### src/rtl/block_key_pkg.sv
// Shared constants and types for the key command generator: key indices,
// channel state encoding and the repeat-counter width helper.
package block_key_pkg;

  localparam int unsigned KEY_NUM   = 4;
  localparam int unsigned KEY_W     = 2;

  localparam int unsigned KEY_LEFT  = 0;
  localparam int unsigned KEY_RIGHT = 1;
  localparam int unsigned KEY_DOWN  = 2;
  localparam int unsigned KEY_ROT   = 3;

  typedef enum logic [1:0] {
    CH_IDLE,
    CH_DELAY,
    CH_REPEAT,
    CH_HELD
  } chan_state_t;

  // Counter only ever holds max-1, so clog2(max) bits; keep at least one bit.
  function automatic int unsigned cnt_width(input int unsigned delay_cyc,
                                            input int unsigned rate_cyc);
    int unsigned max_cyc;
    max_cyc = (delay_cyc > rate_cyc) ? delay_cyc : rate_cyc;
    return (max_cyc > 1) ? $clog2(max_cyc) : 1;
  endfunction

endpackage

### src/rtl/key_cmd_gen_if.sv
// Command handshake between the key command generator and the game engine.
interface key_cmd_gen_if;

  logic                            cmd_valid;
  logic [block_key_pkg::KEY_W-1:0] cmd_code;
  logic                            cmd_ready;

  modport master (
    output cmd_valid,
    output cmd_code,
    input  cmd_ready
  );

  modport slave (
    input  cmd_valid,
    input  cmd_code,
    output cmd_ready
  );

endinterface

### src/rtl/key_repeat_chan.sv
// Per-key channel: press/release FSM, optional auto-repeat timer and the
// pending-event bit. Auto-repeat is built only when KEY_REPEAT_EN is defined.
module key_repeat_chan
  import block_key_pkg::*;
`ifdef KEY_REPEAT_EN
#(
  parameter int unsigned DELAY_CYC = 1,
  parameter int unsigned RATE_CYC  = 1
)
`endif
(
  input  logic sys_clk,
  input  logic sys_rst_n,
  input  logic flag,
  input  logic value,
  input  logic pend_clr,
  output logic pend
);

  chan_state_t state_q;
  chan_state_t state_d;
  logic        pend_q;
  logic        pend_set;
  logic        press_ev;
  logic        rel_ev;

  assign press_ev = flag & ~value;
  assign rel_ev   = flag &  value;

`ifdef KEY_REPEAT_EN
  localparam int unsigned      CNT_W    = cnt_width(DELAY_CYC, RATE_CYC);
  localparam logic [CNT_W-1:0] DELAY_LD = CNT_W'(DELAY_CYC - 1);
  localparam logic [CNT_W-1:0] RATE_LD  = CNT_W'(RATE_CYC - 1);

  logic [CNT_W-1:0] cnt_q;
  logic [CNT_W-1:0] cnt_d;

  always_ff @(posedge sys_clk or negedge sys_rst_n) begin
    if (!sys_rst_n) begin
      state_q <= CH_IDLE;
      cnt_q   <= '0;
      pend_q  <= 1'b0;
    end else begin
      state_q <= state_d;
      cnt_q   <= cnt_d;
      pend_q  <= pend_set | (pend_q & ~pend_clr);
    end
  end

  // A strobe overrides a timer expiring in the same cycle.
  always_comb begin
    state_d = state_q;
    cnt_d   = cnt_q;
    if (press_ev) begin
      state_d = CH_DELAY;
      cnt_d   = DELAY_LD;
    end else if (rel_ev) begin
      state_d = CH_IDLE;
      cnt_d   = '0;
    end else begin
      case (state_q)
        CH_DELAY: begin
          if (cnt_q == '0) begin
            state_d = CH_REPEAT;
            cnt_d   = RATE_LD;
          end else begin
            cnt_d = cnt_q - CNT_W'(1);
          end
        end
        CH_REPEAT: begin
          if (cnt_q == '0) cnt_d = RATE_LD;
          else             cnt_d = cnt_q - CNT_W'(1);
        end
        default: ;
      endcase
    end
  end

  always_comb begin
    pend_set = press_ev
             | (~flag & (state_q inside {CH_DELAY, CH_REPEAT}) & (cnt_q == '0));
  end
`else
  always_ff @(posedge sys_clk or negedge sys_rst_n) begin
    if (!sys_rst_n) begin
      state_q <= CH_IDLE;
      pend_q  <= 1'b0;
    end else begin
      state_q <= state_d;
      pend_q  <= pend_set | (pend_q & ~pend_clr);
    end
  end

  always_comb begin
    state_d = state_q;
    if (press_ev)    state_d = CH_HELD;
    else if (rel_ev) state_d = CH_IDLE;
  end

  always_comb begin
    pend_set = press_ev;
  end
`endif

  assign pend = pend_q;

endmodule

### src/rtl/key_cmd_gen.sv
// Key command generator: four key channels feeding a lowest-index-first
// arbiter and a valid/ready output register. Auto-repeat: KEY_REPEAT_EN.
module key_cmd_gen
  import block_key_pkg::*;
#(
  parameter int unsigned CLK_FREQ = 50_000_000,
  parameter int unsigned DELAY_MS = 300,
  parameter int unsigned RATE_MS  = 100
)
(
  input  logic               sys_clk,
  input  logic               sys_rst_n,
  input  logic [KEY_NUM-1:0] key_flag,
  input  logic [KEY_NUM-1:0] key_value,
  key_cmd_gen_if.master      cmd
);

  localparam int unsigned DELAY_CYC = CLK_FREQ / 1000 * DELAY_MS;
  localparam int unsigned RATE_CYC  = CLK_FREQ / 1000 * RATE_MS;

  if (DELAY_CYC < 1 || RATE_CYC < 1) begin : g_cfg_check
    $error("key_cmd_gen: DELAY_CYC and RATE_CYC must each be at least 1");
  end

  logic [KEY_NUM-1:0] pend;
  logic [KEY_NUM-1:0] pend_clr;
  logic               valid_q;
  logic [KEY_W-1:0]   code_q;
  logic [KEY_W-1:0]   sel;
  logic               hit;
  logic               load;

  for (genvar k = 0; k < KEY_NUM; k++) begin : g_chan
`ifdef KEY_REPEAT_EN
    key_repeat_chan #(
      .DELAY_CYC (DELAY_CYC),
      .RATE_CYC  (RATE_CYC)
    ) u_chan (
      .sys_clk   (sys_clk),
      .sys_rst_n (sys_rst_n),
      .flag      (key_flag[k]),
      .value     (key_value[k]),
      .pend_clr  (pend_clr[k]),
      .pend      (pend[k])
    );
`else
    key_repeat_chan u_chan (
      .sys_clk   (sys_clk),
      .sys_rst_n (sys_rst_n),
      .flag      (key_flag[k]),
      .value     (key_value[k]),
      .pend_clr  (pend_clr[k]),
      .pend      (pend[k])
    );
`endif
  end

  always_comb begin
    hit = 1'b0;
    sel = '0;
    for (int unsigned i = 0; i < KEY_NUM; i++) begin
      if (pend[i] && !hit) begin
        hit = 1'b1;
        sel = KEY_W'(i);
      end
    end
  end

  // cmd_ready only matters while a command is presented.
  assign load = ~valid_q | cmd.cmd_ready;

  always_comb begin
    pend_clr = '0;
    if (load && hit) pend_clr[sel] = 1'b1;
  end

  always_ff @(posedge sys_clk or negedge sys_rst_n) begin
    if (!sys_rst_n) begin
      valid_q <= 1'b0;
      code_q  <= '0;
    end else if (load) begin
      valid_q <= hit;
      if (hit) code_q <= sel;
    end
  end

  assign cmd.cmd_valid = valid_q;
  assign cmd.cmd_code  = code_q;

endmodule

### src/flat_wrapper.sv
// flat-port wrapper written by rule: the top's interface ports become plain ports
module key_cmd_gen_flat import block_key_pkg::*;
#(
  parameter int unsigned CLK_FREQ = 50_000_000,
  parameter int unsigned DELAY_MS = 300,
  parameter int unsigned RATE_MS  = 100
)
  (sys_clk, sys_rst_n, key_flag, key_value, cmd_cmd_valid, cmd_cmd_code, cmd_cmd_ready);
  key_cmd_gen_if cmd_i ();
  input  logic sys_clk;
  input  logic sys_rst_n;
  input  logic [KEY_NUM-1:0] key_flag;
  input  logic [KEY_NUM-1:0] key_value;
  output wire logic [$bits(cmd_i.cmd_valid)-1:0] cmd_cmd_valid;
  output wire logic [$bits(cmd_i.cmd_code)-1:0] cmd_cmd_code;
  input wire logic [$bits(cmd_i.cmd_ready)-1:0] cmd_cmd_ready;
  assign cmd_cmd_valid = cmd_i.cmd_valid;
  assign cmd_cmd_code = cmd_i.cmd_code;
  assign cmd_i.cmd_ready = cmd_cmd_ready;
  key_cmd_gen #(.CLK_FREQ(CLK_FREQ), .DELAY_MS(DELAY_MS), .RATE_MS(RATE_MS)) u_core (.sys_clk(sys_clk), .sys_rst_n(sys_rst_n), .key_flag(key_flag), .key_value(key_value), .cmd(cmd_i));
endmodule
### config.mk
export PLATFORM = sky130hd
export DESIGN_NAME = key_cmd_gen_flat
export DESIGN_NICKNAME = d
export VERILOG_FILES = /design/src/rtl/block_key_pkg.sv /design/src/rtl/key_cmd_gen_if.sv /design/src/rtl/key_repeat_chan.sv /design/src/rtl/key_cmd_gen.sv /design/src/flat_wrapper.sv
export SDC_FILE = /design/constraint.sdc
export NUM_CORES = 1
export LEC_CHECK = 0
export CAP_MARGIN = 20
export CELL_PAD_IN_SITES_DETAIL_PLACEMENT = 1
export CELL_PAD_IN_SITES_GLOBAL_PLACEMENT = 2
export CORE_MARGIN = 4
export CORE_UTILIZATION = 21
export CTS_BUF_LIST = sky130_fd_sc_hd__clkbuf_16
export CTS_CLUSTER_SIZE = 16
export DETAILED_ROUTE_END_ITERATION = 16
export GPL_ROUTABILITY_DRIVEN = 0
export MAX_ROUTING_LAYER = met4
export PLACE_DENSITY_LB_ADDON = 0.1
export SLEW_MARGIN = 20
export SYNTH_ARGS = -nofsm -noshare
export SYNTH_HDL_FRONTEND = slang
export SYNTH_SLANG_ARGS = --single-unit
### constraint.sdc
create_clock -name sys_clk -period 1.5 [get_ports sys_clk]
set_clock_uncertainty 0.05 [all_clocks]
set_input_delay 0.15 -clock sys_clk [delete_from_list [all_inputs] [get_ports sys_clk]]
set_output_delay 0.15 -clock sys_clk [all_outputs]
set_load 0.01 [all_outputs]
==> reports/metrics.yaml <==
die:
  dieArea_um2: 2200
  fp.dieW_um: 46.9
  fp.dieH_um: 46.9
  rows: 13
  ios: 14
  core_area_um2: 1370
  initial_core_util_pct: 23.3
detailed_routing:
  ant_nets: 0
  num_vias: 275
  drc: 0
  vias_per_cell: 4.51
  wirelength_um: 719
  wl_per_cell_um: 11.8
  dr.pass1.iters: 2
  first_iter_violations: 7
global_route:
  grt_usage_pct: 8.43
  grt_max_degree: 10
  grt_pass1_wl_um: 1190
  overflow: 0
  antenna_found_initial: 0
  grt_pass1_vias: 265
critical_path:
  crit_arrival_ns: 1.12
  slowest_stage: "clkdlybuf4s50_1"
  max_stage_delay_ns: 0.54
  startpoint_type: "flip-flop"
  crit_fanout: 3
  path_delay_family: "buffers and inverters"
  required_ns: 1.30
  critPathBufInv: 1
  worstPathCellList: "clkdlybuf4s50_1"
  setup.worst_path.class: "reg -> out"
  worstSetupEndpointType: "primary output"
clock_tree:
  clock_latency_ns: 0.23
  ctsHoldBuffers: 0
  clkTransAtPathRegs_ns: 0.04
  clk_path_buf_depth: 2
  cts_made_buffers: 3
  htree_num_levels: 1
  clock-root-buffer: "clkbuf_16"
  cts_setup_buffers: 0
  cts_tree: "built"
  clock_sinks: 7
  post_cts_resized: 0
sta:
  period_minus_slack_ns: 1.32
  min_period_over_period_pct: 88.1
  worstMarginPinSlew_ns: 0.330
  hold_viol_final: 0
  slew_headroom_pct: 78.0
  setup_tns_ns: 0
  setup_violations: 0
  finalMaxSlewViolations: 0
  max_freq_mhz: 757
  grt_setup_unrepaired: "false"
power_and_ir_drop:
  comb_power_share_pct: 13.1
  power_density_nw_per_um2: 1470
  p_leak_nw: 0.235
  p_switching_w: 0.000159
  p_seq_share_pct: 30.6
  finalPower_w: 0.000786
  vdd_drop_max_mv: 0.561
  sw_frac_of_total_pct: 20.2
  power.share.clock_pct: 56.3
  intPower_w: 0.000627
run:
  max_cap_violations: 0
finish:
  antenna_cells: 0
  nFillCells: 169
  fin_nets: 58
  drive_gt1_share_pct: 10.9
  instances_no_fill: 61
  area_growth_pct: 68.1
  register_area_um2: 175
  multiInputGateArea_um2: 116
logic_synthesis:
  syn_area_um2: 318
  synth_nets: 41
  synth.distinct_cells: 17
  syn_inst: 30
  yosysWarnings: 0
  ys_ff_latch: 7
  synth.avg_cell_area_um2: 10.6
  synth_seq_area_share_pct: 55.1
status:
  outcome: "completed"
place:
  portBuffers: 13
  dp.cells: 57
  place_hpwl_um: 582
hold_path:
  hold_class: "in -> async"
## layout make-up
type / instances / share of cell area, %
Clock buffer: 3 / 14.1
Timing Repair Buffer: 13 / 24.4
Sequential cell: 7 / 32.8
Multi-Input combinational cell: 18 / 21.8
Tap cell: 15 / 3.51
Clock inverter: 1 / 0.703
Inverter: 4 / 2.81
## layer usage
layer  global-route usage (%)  vias to the layer above  part of all wire [%]
met1                     11.3                      129                    46
li1                         -                      134                     -
met4                     6.63                        0                     0
met5                        -                        -                     0
met2                     9.49                       12                    45
met3                     3.45                        0                   9.0
## registers in the layout, indices dropped and copies added (netlist names)
name                       flops
u_core.cmd.cmd_code            2
u_core.g_chan.u_chan.pend      4
u_core.cmd.cmd_valid           1
## worst register-to-register path: stages (launching register included)
cell and delay (ns):
dfrtp_1 0.43, o41ai_1 0.40, o21ai_1 0.11
## through the flow
stage	hold WS, ns	worst slack, ns	area [µm²]	utilization [%]
floorplan	-0.196	0.310	318	-
global placement	0.389	0.193	455	33.3
detailed placement	0.395	0.179	455	33.3
CTS	0.159	0.163	534	39.1
global route	0.191	0.125	534	39.1
finish	0.139	0.179	534	39.1
## worst paths after layout
path,startpoint,slack (ns),cells past startpoint,to
setup reg to reg,u_core.g_chan[1].u_chan.pend,0.37,2,u_core.g_chan[3].u_chan.pend
hold reg to reg,u_core.cmd.cmd_code[1],0.43,1,u_core.cmd.cmd_code[1]
min in group sys_clk,key_flag[3],0.42,3,u_core.g_chan[3].u_chan.pend
setup / recovery,u_core.cmd.cmd_code[0],0.18,1,cmd_cmd_code[0]
hold / removal,sys_rst_n,0.14,1,u_core.cmd.cmd_valid
max in group asynchronous,sys_rst_n,1.02,1,u_core.g_chan[3].u_chan.pend
## cell families (layout without fill, tap and decap cells)
group,count (synthesis),in the layout,share of synthesized area [%]
AOI/OAI and AO/OA,9,9,20.1
and+or+nand+nor,9,9,16.5
DFF,7,7,55.1
buffers and inverters,5,21,8.27
## power groups by stage
stage          clock network [W]  registers, W  logic [W]
2_1_floorplan                  0      0.000241  0.0000456
3_5_place_dp                   0      0.000242   0.000105
4_1_cts                 0.000455      0.000240   0.000106
5_1_grt                 0.000463      0.000245   0.000117
3_3_place_gp                   0      0.000241   0.000102
6_report                0.000442      0.000240   0.000103
## synth_stat cells
library cell / instances / area share [%]
o32ai_1: 1 / 2.8
nor2b_4: 1 / 4.3
nor2_1: 3 / 3.5
a21oi_1: 1 / 1.6
o41ai_1: 1 / 2.8
buf_6: 1 / 3.5
a22o_1: 1 / 2.8
nand2_1: 2 / 2.4
nand3b_1: 1 / 2.4
nand2b_1: 1 / 2.0
or2_1: 1 / 2.0
inv_1: 4 / 4.7
dfrtp_1: 7 / 55
o21ai_1: 2 / 3.1
o31ai_1: 1 / 2.4
o21ai_0: 1 / 1.6
o22a_2: 1 / 3.1
## cells in the final DEF, fill, tap and decap left out
master / count
nand2b_1: 1
o21ai_0: 1
o31ai_1: 1
o22a_2: 1
o21ai_1: 2
nor2_1: 3
o41ai_1: 1
a22o_1: 1
or2_1: 1
clkdlybuf4s50_1: 13
dfrtp_1: 7
inv_1: 5
nand2_1: 2
o32ai_1: 1
nor2b_4: 1
clkbuf_16: 3
a21oi_1: 1
nand3b_1: 1
Power figures use the tool's default switching activity.
